$ cat src/rtl/alarm_time_setter.sv
// Alarm time setter: debounces four raw buttons, edits a shadow copy of the
// alarm time digit by digit, and commits it atomically with the armed flag.
// Optional build macro ALARM_SETTER_AUTO_REPEAT_EN adds hold-to-repeat on
// up/down while editing; without it every press yields exactly one event.
module alarm_time_setter #(
   parameter int unsigned DEBOUNCE_CYCLES = 1_000_000,
   parameter int unsigned REPEAT_DELAY    = 50_000_000,
   parameter int unsigned REPEAT_PERIOD   = 20_000_000
) (
   input  logic       my_clock,
   input  logic       Resetn,
   input  logic       btn_set,
   input  logic       btn_next,
   input  logic       btn_up,
   input  logic       btn_down,
   output logic [3:0] num0,
   output logic [3:0] num1,
   output logic [3:0] num2,
   output logic [3:0] num3,
   output logic       armed,
   output logic       editing,
   output logic [1:0] edit_digit
);

   localparam int unsigned NBTN   = 4;
   localparam int unsigned B_SET  = 0;
   localparam int unsigned B_NEXT = 1;
   localparam int unsigned B_UP   = 2;
   localparam int unsigned B_DOWN = 3;

   localparam int unsigned DB_W = (DEBOUNCE_CYCLES > 1) ? $clog2(DEBOUNCE_CYCLES) : 1;
   localparam logic [DB_W-1:0] DB_LAST = DB_W'(DEBOUNCE_CYCLES - 1);

   // Zero-length timing knobs would make the counters wrap instead of expire.
   if (DEBOUNCE_CYCLES < 1 || REPEAT_DELAY < 1 || REPEAT_PERIOD < 1) begin : g_bad_cfg
      $error("alarm_time_setter: timing parameters must be at least 1");
   end

   typedef enum logic [2:0] {
      IDLE    = 3'd0,
      EDIT_M1 = 3'd1,
      EDIT_M0 = 3'd2,
      EDIT_S1 = 3'd3,
      EDIT_S0 = 3'd4
   } state_t;

   state_t          state;
   logic [3:0]      shadow [4];

   logic [NBTN-1:0] raw;
   logic [NBTN-1:0] sync1;
   logic [NBTN-1:0] sync2;
   logic [NBTN-1:0] db;
   logic [NBTN-1:0] db_d;
   logic [DB_W-1:0] db_cnt [NBTN];
   logic [NBTN-1:0] evt;

   logic            rep_up;
   logic            rep_dn;
   logic            do_up;
   logic            do_dn;

   assign raw = {btn_down, btn_up, btn_next, btn_set};

   // Synchronize each button and accept a new level only after it has been
   // stable for DEBOUNCE_CYCLES consecutive cycles.
   always_ff @(posedge my_clock or posedge Resetn) begin
      if (Resetn) begin
         sync1 <= '0;
         sync2 <= '0;
         db    <= '0;
         db_d  <= '0;
         for (int i = 0; i < NBTN; i++) begin
            db_cnt[i] <= '0;
         end
      end else begin
         sync1 <= raw;
         sync2 <= sync1;
         db_d  <= db;
         for (int i = 0; i < NBTN; i++) begin
            if (sync2[i] == db[i]) begin
               db_cnt[i] <= '0;
            end else if (db_cnt[i] == DB_LAST) begin
               db[i]     <= sync2[i];
               db_cnt[i] <= '0;
            end else begin
               db_cnt[i] <= db_cnt[i] + DB_W'(1);
            end
         end
      end
   end

   // One-cycle event on each rising edge of a debounced level.
   assign evt = db & ~db_d;

`ifdef ALARM_SETTER_AUTO_REPEAT_EN
   localparam int unsigned RP_MAX = (REPEAT_DELAY > REPEAT_PERIOD) ? REPEAT_DELAY : REPEAT_PERIOD;
   localparam int unsigned RP_W   = (RP_MAX > 1) ? $clog2(RP_MAX) : 1;
   localparam logic [RP_W-1:0] RD_LAST = RP_W'(REPEAT_DELAY - 1);
   localparam logic [RP_W-1:0] RP_LAST = RP_W'(REPEAT_PERIOD - 1);

   logic [RP_W-1:0] rep_cnt;
   logic            rep_started;
   logic            rep_hold;
   logic            rep_fire;

   // Repeat only while exactly one of up/down is held in an edit state and no
   // fresh event is restarting the timer this cycle.
   assign rep_hold = editing && (db[B_UP] ^ db[B_DOWN]) && (evt == '0);
   assign rep_fire = rep_hold && (rep_started ? (rep_cnt == RP_LAST) : (rep_cnt == RD_LAST));
   assign rep_up   = rep_fire & db[B_UP];
   assign rep_dn   = rep_fire & db[B_DOWN];

   // Hold timer: initial delay first, then the repeat period.
   always_ff @(posedge my_clock or posedge Resetn) begin
      if (Resetn) begin
         rep_cnt     <= '0;
         rep_started <= 1'b0;
      end else if (!rep_hold) begin
         rep_cnt     <= '0;
         rep_started <= 1'b0;
      end else if (rep_fire) begin
         rep_cnt     <= '0;
         rep_started <= 1'b1;
      end else begin
         rep_cnt     <= rep_cnt + RP_W'(1);
      end
   end
`else
   assign rep_up = 1'b0;
   assign rep_dn = 1'b0;
`endif

   // Simultaneous up and down events cancel each other.
   assign do_up = (evt[B_UP] & ~evt[B_DOWN]) | rep_up;
   assign do_dn = (evt[B_DOWN] & ~evt[B_UP]) | rep_dn;

   // Ones digits roll over at 9, tens digits at 5; no carry between digits.
   function automatic logic [3:0] step_digit(input logic [3:0] d, input logic inc,
                                             input logic tens);
      logic [3:0] top;
      top = tens ? 4'd5 : 4'd9;
      if (inc) begin
         step_digit = (d >= top) ? 4'd0 : d + 4'd1;
      end else begin
         step_digit = ((d == 4'd0) || (d > top)) ? top : d - 4'd1;
      end
   endfunction

   function automatic state_t advance(input state_t s);
      case (s)
         EDIT_M1: advance = EDIT_M0;
         EDIT_M0: advance = EDIT_S1;
         EDIT_S1: advance = EDIT_S0;
         default: advance = EDIT_M1;
      endcase
   endfunction

   function automatic logic [1:0] digit_of(input state_t s);
      case (s)
         EDIT_S0: digit_of = 2'd0;
         EDIT_S1: digit_of = 2'd1;
         EDIT_M0: digit_of = 2'd2;
         default: digit_of = 2'd3;
      endcase
   endfunction

   // Edit FSM: shadow digits change freely, committed outputs only on set.
   always_ff @(posedge my_clock or posedge Resetn) begin
      if (Resetn) begin
         state      <= IDLE;
         shadow[0]  <= 4'd0;
         shadow[1]  <= 4'd0;
         shadow[2]  <= 4'd0;
         shadow[3]  <= 4'd0;
         num0       <= 4'd0;
         num1       <= 4'd0;
         num2       <= 4'd0;
         num3       <= 4'd0;
         armed      <= 1'b0;
         editing    <= 1'b0;
         edit_digit <= 2'd3;
      end else begin
         case (state)
            IDLE: begin
               if (evt[B_SET]) begin
                  shadow[0]  <= num0;
                  shadow[1]  <= num1;
                  shadow[2]  <= num2;
                  shadow[3]  <= num3;
                  state      <= EDIT_M1;
                  editing    <= 1'b1;
                  edit_digit <= digit_of(EDIT_M1);
               end else if (evt[B_NEXT]) begin
                  armed <= ~armed;
               end
            end
            EDIT_M1, EDIT_M0, EDIT_S1, EDIT_S0: begin
               if (evt[B_SET]) begin
                  num0    <= shadow[0];
                  num1    <= shadow[1];
                  num2    <= shadow[2];
                  num3    <= shadow[3];
                  armed   <= 1'b1;
                  editing <= 1'b0;
                  state   <= IDLE;
               end else if (evt[B_NEXT]) begin
                  state      <= advance(state);
                  edit_digit <= digit_of(advance(state));
               end else if (do_up) begin
                  shadow[edit_digit] <= step_digit(shadow[edit_digit], 1'b1, edit_digit[0]);
               end else if (do_dn) begin
                  shadow[edit_digit] <= step_digit(shadow[edit_digit], 1'b0, edit_digit[0]);
               end
            end
            default: begin
               state   <= IDLE;
               editing <= 1'b0;
            end
         endcase
      end
   end

endmodule
$ cat config.mk
export PLATFORM = sky130hd
export DESIGN_NAME = alarm_time_setter
export DESIGN_NICKNAME = d
export VERILOG_FILES = /design/src/rtl/alarm_time_setter.sv
export SDC_FILE = /design/constraint.sdc
export NUM_CORES = 1
export LEC_CHECK = 0
export ABC_AREA = 1
export ABC_CLOCK_PERIOD_IN_PS = 6500
export CORE_AREA = 4 4 177 145
export DETAILED_ROUTE_END_ITERATION = 10
export DIE_AREA = 0 0 181 149
export PLACE_DENSITY_LB_ADDON = 0.12
export SYNTH_ARGS = -nofsm -noshare
export SYNTH_HDL_FRONTEND = slang
export SYNTH_SLANG_ARGS = --single-unit
$ cat constraint.sdc
create_clock -name my_clock -period 6.5 [get_ports my_clock]
set_clock_uncertainty 0.1 [all_clocks]
set_input_delay 1.3 -clock my_clock [delete_from_list [all_inputs] [get_ports my_clock]]
set_output_delay 1.3 -clock my_clock [all_outputs]
set_load 0.05 [all_outputs]
* Yosys cells after proc, flatten, opt, wreduce, memory -nomap -nowiden
Cells that the tools add are included.
** Storage, ports and cells
- Register bits :: 135
- Bits of input ports :: 6
- Output and inout bits :: 20
- Logic and storage cells :: 136
** Operators by class
- Add/sub/neg operators :: 6
- Magnitude comparators :: 4
- Eq/ne operators :: 24
- Muxes and demuxes :: 51
- Bitwise operators :: 12
- Reduce and logical (&&, ||, !) cells :: 16
** Operators by type and width (count)
- 20-bit 2-to-1 mux :: 8
- 20-bit by 1-bit adder with 20-bit output, second input constant :: 4
- 20-bit equality test, second input constant :: 4
- 16-bit 2-to-1 mux :: 5
- 4-bit 2-to-1 mux :: 15
- 16-bit bitwise mux :: 2
- 16-bit case mux with 2 select lines :: 1
- 3-bit 2-to-1 mux :: 5
- 2-bit inequality test, second input constant :: 7
- 2-bit AND reduction :: 7
- 3-bit by 2-bit equality test with 1-bit output, second input constant :: 4
- 3-bit case mux with 3 select lines :: 1
- 4-bit binary-select mux with 2-bit select :: 1
- 4-bit demux with 2-bit select :: 1
- 4-bit AND reduction :: 2
- 1-bit inverter :: 7
- 3-bit equality test, second input constant :: 2
- 2-bit 2-to-1 mux :: 3
- 3-bit inequality test, second input constant :: 2
- 2-bit case mux with 3 select lines :: 1
- 3-bit case mux with 2 select lines :: 1
- 5-bit AND reduction :: 1
- 4-bit by 1-bit adder with 4-bit output, second input constant :: 1
- 4-bit AND :: 1
- 19 further kinds :: 27

* Logic depth before layout (Yosys ltp)
- Depth after elaboration :: 18
- Mapped depth :: 18
- Gate-level depth less buffers :: 16

* Worst setup path before layout
OpenSTA, ideal clock, no wires.
- Path kind :: flip-flop to flip-flop
- Start :: register edit_digit[0]
- End :: register shadow[10] (netlist name)
- Library setup time :: 0.078 ns
- Data arrival time :: 2.512 ns
- Data required time :: 6.322 ns
- Path slack :: 3.810 ns
- Cell stages (with the launch flop) :: 16
- Path buffers :: 2
- Period minus slack after synthesis :: 2.690 ns
- Path through :: dfstp_2 -> buf_6 -> inv_4 -> buf_6 -> nand2_2 -> nand2_1 -> nand2_2 -> nand2_4 -> ha_1 -> nand2_1 -> nor2_1 -> nor3_1 -> nand2_1 -> o21ai_1 -> nand3_1 -> a21boi_1
** Between the ends
- Word-level cells in the longest chain between the ends :: 18
- Elaborated cells between the ends (all ways) :: 34
- Classes of those cells :: add/sub (2); order compare (4); mux (24); bitwise (1); reduce/logical (3)
** Ends and longest elaborated chain
- from (decl) :: line 22 : output logic [1:0] edit_digit
- from (signal assigned) :: line 193 : edit_digit <= digit_of(EDIT_M1);
- from (signal assigned) :: line 209 : edit_digit <= digit_of(advance(state));
- 2-bit inverter with 3-bit output (not written as such) :: line 211, 213
- 4-bit binary-select mux with 2-bit select :: line 211, 213
- 4-bit 2-to-1 mux (not written as such) (2 in series) :: line 211, 213
- 4-bit > comparator or 4-bit logical NOT (tied branches) :: line 146 : step_digit = ((d == 4'd0) || (d > top)) ? top : d - 4'd1;
- 1-bit logical OR :: line 146
- 4-bit 2-to-1 mux :: line 146
- 4-bit 2-to-1 mux :: line 212 : end else if (do_dn) begin
- 4-bit 2-to-1 mux :: line 210 : end else if (do_up) begin
- 4-bit 2-to-1 mux :: line 207 : end else if (evt[B_NEXT]) begin
- 4-bit 2-to-1 mux :: line 199 : if (evt[B_SET]) begin
- 4-bit 2-to-1 mux :: line 184 : case (state)
- 16-bit bitwise mux :: line 213 : shadow[edit_digit] <= step_digit(shadow[edit_digit], 1'b0, edit_digit[0]);
- 16-bit 2-to-1 mux :: line 212
- 16-bit 2-to-1 mux * :: line 210
- 16-bit 2-to-1 mux * :: line 207
- 16-bit 2-to-1 mux * :: line 199
- 16-bit case mux with 2 select lines * :: line 184
- to (signal, indexed assignment) :: line 211 : shadow[edit_digit] <= step_digit(shadow[edit_digit], 1'b1, edit_digit[0]);
- to (signal, indexed assignment) :: line 213
- to (decl) :: line 48 : logic [3:0] shadow [4];
Every way passes the cells marked *; elsewhere a longest branch is shown, timed or not. The select of a mux whose other input is x is not followed.
A chain may end at the register's enable or synchronous reset.

* Worst setup path in the final report
- Start :: register edit_digit[0]
- End :: output edit_digit[0]
No word-level cell between the ends.

==> run metrics <==
status=completed; crit path kind=flip-flop to output port; CTS root buf=clkbuf_16; # resized after CTS=0; cell taking the most area after synthesis=dfrtp_1; dpl cells=1194; DRC Markers=0; Num Clock Sinks=between 100 and 150; CTS tree=done; RSZ-0062 raised after global routing=no; grt total ovfl=0; Logic pwr share=under 10%; IO Pins=26; vias=5551; critical path's top delay family=buffers and inverters; main flop type after synthesis=dfrtp_1; drt wl/cell=around 13 microns; Post-Route WL=between 15000 and 20000 microns; Crit Reg-Reg Startpoint=edit_digit[0]; n_diodes=0; share of post-route cells with drive strength above 1=9.26%; leading cell type in the layout, fill and taps excluded=nand2_1; Final setup viols=0; register-to-register setup slack=3.51 ns; Post-synth EDFFs=0; most frequent cells in the layout=nand2_1, dfrtp_1, inv_1; P&R area growth vs syn=15.8%; CP Buf/Inv Count=1; DRT iter0 DRCs=between 300 and 400; Mapped Nets=881; HPWL Detailed=11400 microns; pin count of the biggest net entering global routing=97; Fmax achieved=286 MHz; hold_buf cts=0; Worst setup SP type=flip-flop; fin cells=~1.2k; clk slew on worst S/H paths=0.06 ns; gr usage total=~13%; endpoints failing hold=0; Slew HR=41.0%; crit-path cells=clkdlybuf4s50_1; kind of end point of the critical path=output port; Clock Latency Late Sink=~0.43 ns; Clock Power Share=49.8%; vias in the first global route=5331; Setup Total Neg Slack=0 ns; Mapped Area=roughly 7000 sq um; reg-to-reg endpoint=shadow[6]; Worst Path Max Fanout=19; sequential area share after synthesis=48.0%; final instance area=8160 sq um; worst hold stages=0; Die W=~180 microns; die height=149 microns; Crit path largest cell delay=0.89 ns; P_int=1390 uW; Slew @ Worst Pin=a little under 0.9 ns; Vias/cell=4.53; slowest CP cell=clkdlybuf4s50_1; hold crit path type=flip-flop to flip-flop; core area=23900 sq um; hold wc startpoint=sync1[1]; maxcap violations=0; Area contributors post-synth=dfrtp_1, nand2_1, inv_1, nor2_1, a21oi_1; routability congestion estimate=0.818; hold slack=0.252 ns; asr flop ratio synth=100%; First-pass DRT Iterations=5; Post-DP Area=between 7000 and 8000 sq um; Worst Reg-to-Reg Cells=13; worst path required time=5.10 ns; initial antenna violation count=0; Post-DRT Antenna Nets=0; Rows=51; critical path arrival=2.10 ns; Initial Util=29.5%; first-pass GRT wire length=27500 microns; Mean Syn Cell Area=8.16 sq um; H-tree depth=4; Switching Share=22.6%; Tcrit/Tclk final=53.9%; PD cells=between 200 and 250 nW/um^2; Synth top area share=between 40% and 50%; library cells used by synthesis=42; post-route minimum period=3.50 ns; net switching power figure=approximately 410 uW; YS warnings=0; Peak VDD IR=about 0.16 mV; clock buffer depth=2; Seq cells post-synth=135; count of pins over their slew limit=0; Lkg Pwr=0.00360 uW; die area=27000 sq um; Hold EP=sync2[1]; Reg power frac=between 40% and 50%; final net count=912; PortBufs=25; Inserted Clock Buffers=17; Setup Buffers After CTS=0; Mapped Cells=864
==> worst reg2reg max path, stage by stage (launching register included) <==
cell	delay (ns)
dfstp_2	0.78
inv_4	0.17
nand2_1	0.10
nand2_1	0.05
nand2_1	0.09
nand2_4	0.07
ha_1	0.31
nand2_1	0.08
nand2_1	0.06
nor3_1	0.46
nand2_1	0.10
o21ai_1	0.26
nand3_1	0.15
a21boi_1	0.14
==> power groups by stage <==
| stage | Sequential [uW] | Combinational [uW] | Clock, uW |
|---|---|---|---|
| 3_5_place_dp | 870 | 48.0 | 0 |
| 5_1_grt | 856 | 54.9 | 965 |
| 4_1_cts | 855 | 48.1 | 927 |
| 2_1_floorplan | 869 | 33.0 | 0 |
| 6_report | 855 | 45.7 | 894 |
| 3_3_place_gp | 870 | 48.6 | 0 |
==> how the worst max path moves through the flow <==
stage,start,endpoint,cells after the start
after floorplan,Resetn,armed,1
final,edit_digit[0],edit_digit[0],1
after global routing,edit_digit[0],edit_digit[0],1
after global placement,Resetn,db_cnt[62],3
after detailed placement,Resetn,db_cnt[48],3
after CTS,edit_digit[0],edit_digit[0],1
==> cells in the mapped netlist, types with 5 or more instances <==
cell,count
o21ai_0,39
nand2_2,13
xor2_1,19
nand3_1,53
nor4_1,15
a21oi_1,58
buf_2,5
nor2_2,10
dfrtp_1,133
o21a_1,5
ha_1,11
nor2_1,91
nand2_1,164
nand3_2,10
nand4_1,24
inv_1,112
a21boi_1,10
nor3_1,33
xnor2_1,9
==> per-layer routing <==
layer  up-vias  track usage, %  wire length, microns
li1       2892               -                     -
met1      2583            18.5                  8700
met2        58            18.1                  6740
met3        18            2.83                   411
met4         0            4.31                   212
met5         -               0                     0
==> layout make-up <==
type / count / area (sq um)
clock inverter: 10 / 81.3
clock buffer: 21 / 450
tap: 318 / 398
inverter: 117 / 447
timing repair buffer: 26 / 258
multi-input combinational: 598 / 3140
fill: 2512 / 15800
sequential: 135 / 3380
==> state kept, by name (all words and copies together), names as in the netlist, 4 cells and up <==
signal / count
db_d: 4
sync2: 4
num2: 4
db_cnt: 80
num1: 4
num0: 4
db: 4
sync1: 4
num3: 4
shadow: 16
==> through the flow <==
step | power [uW] | util (%) | worst slack, ns
2_1_floorplan | 902 | - | 1.49
3_3_place_gp | 919 | 31.9 | 3.28
3_5_place_dp | 918 | 31.9 | 3.30
4_1_cts | 1830 | 34.1 | 2.96
5_1_grt | 1880 | 34.1 | 2.91
6_report | 1800 | 34.1 | 3.00
==> cell families (layout without fill, tap and decap cells) <==
logic type / Yosys count / after routing / share of synthesized area [%]
and+or+nand+nor: 431 / 431 / 28.9
DFF: 135 / 135 / 48.0
buffers and inverters: 131 / 174 / 7.42
AOI/OAI and AO/OA: 124 / 124 / 9.62
xor gates and xnor gates: 28 / 28 / 3.48
adders and majority gates: 11 / 11 / 1.95
muxes: 4 / 4 / 0.639
Note: power is estimated with default switching activity, not from simulation.
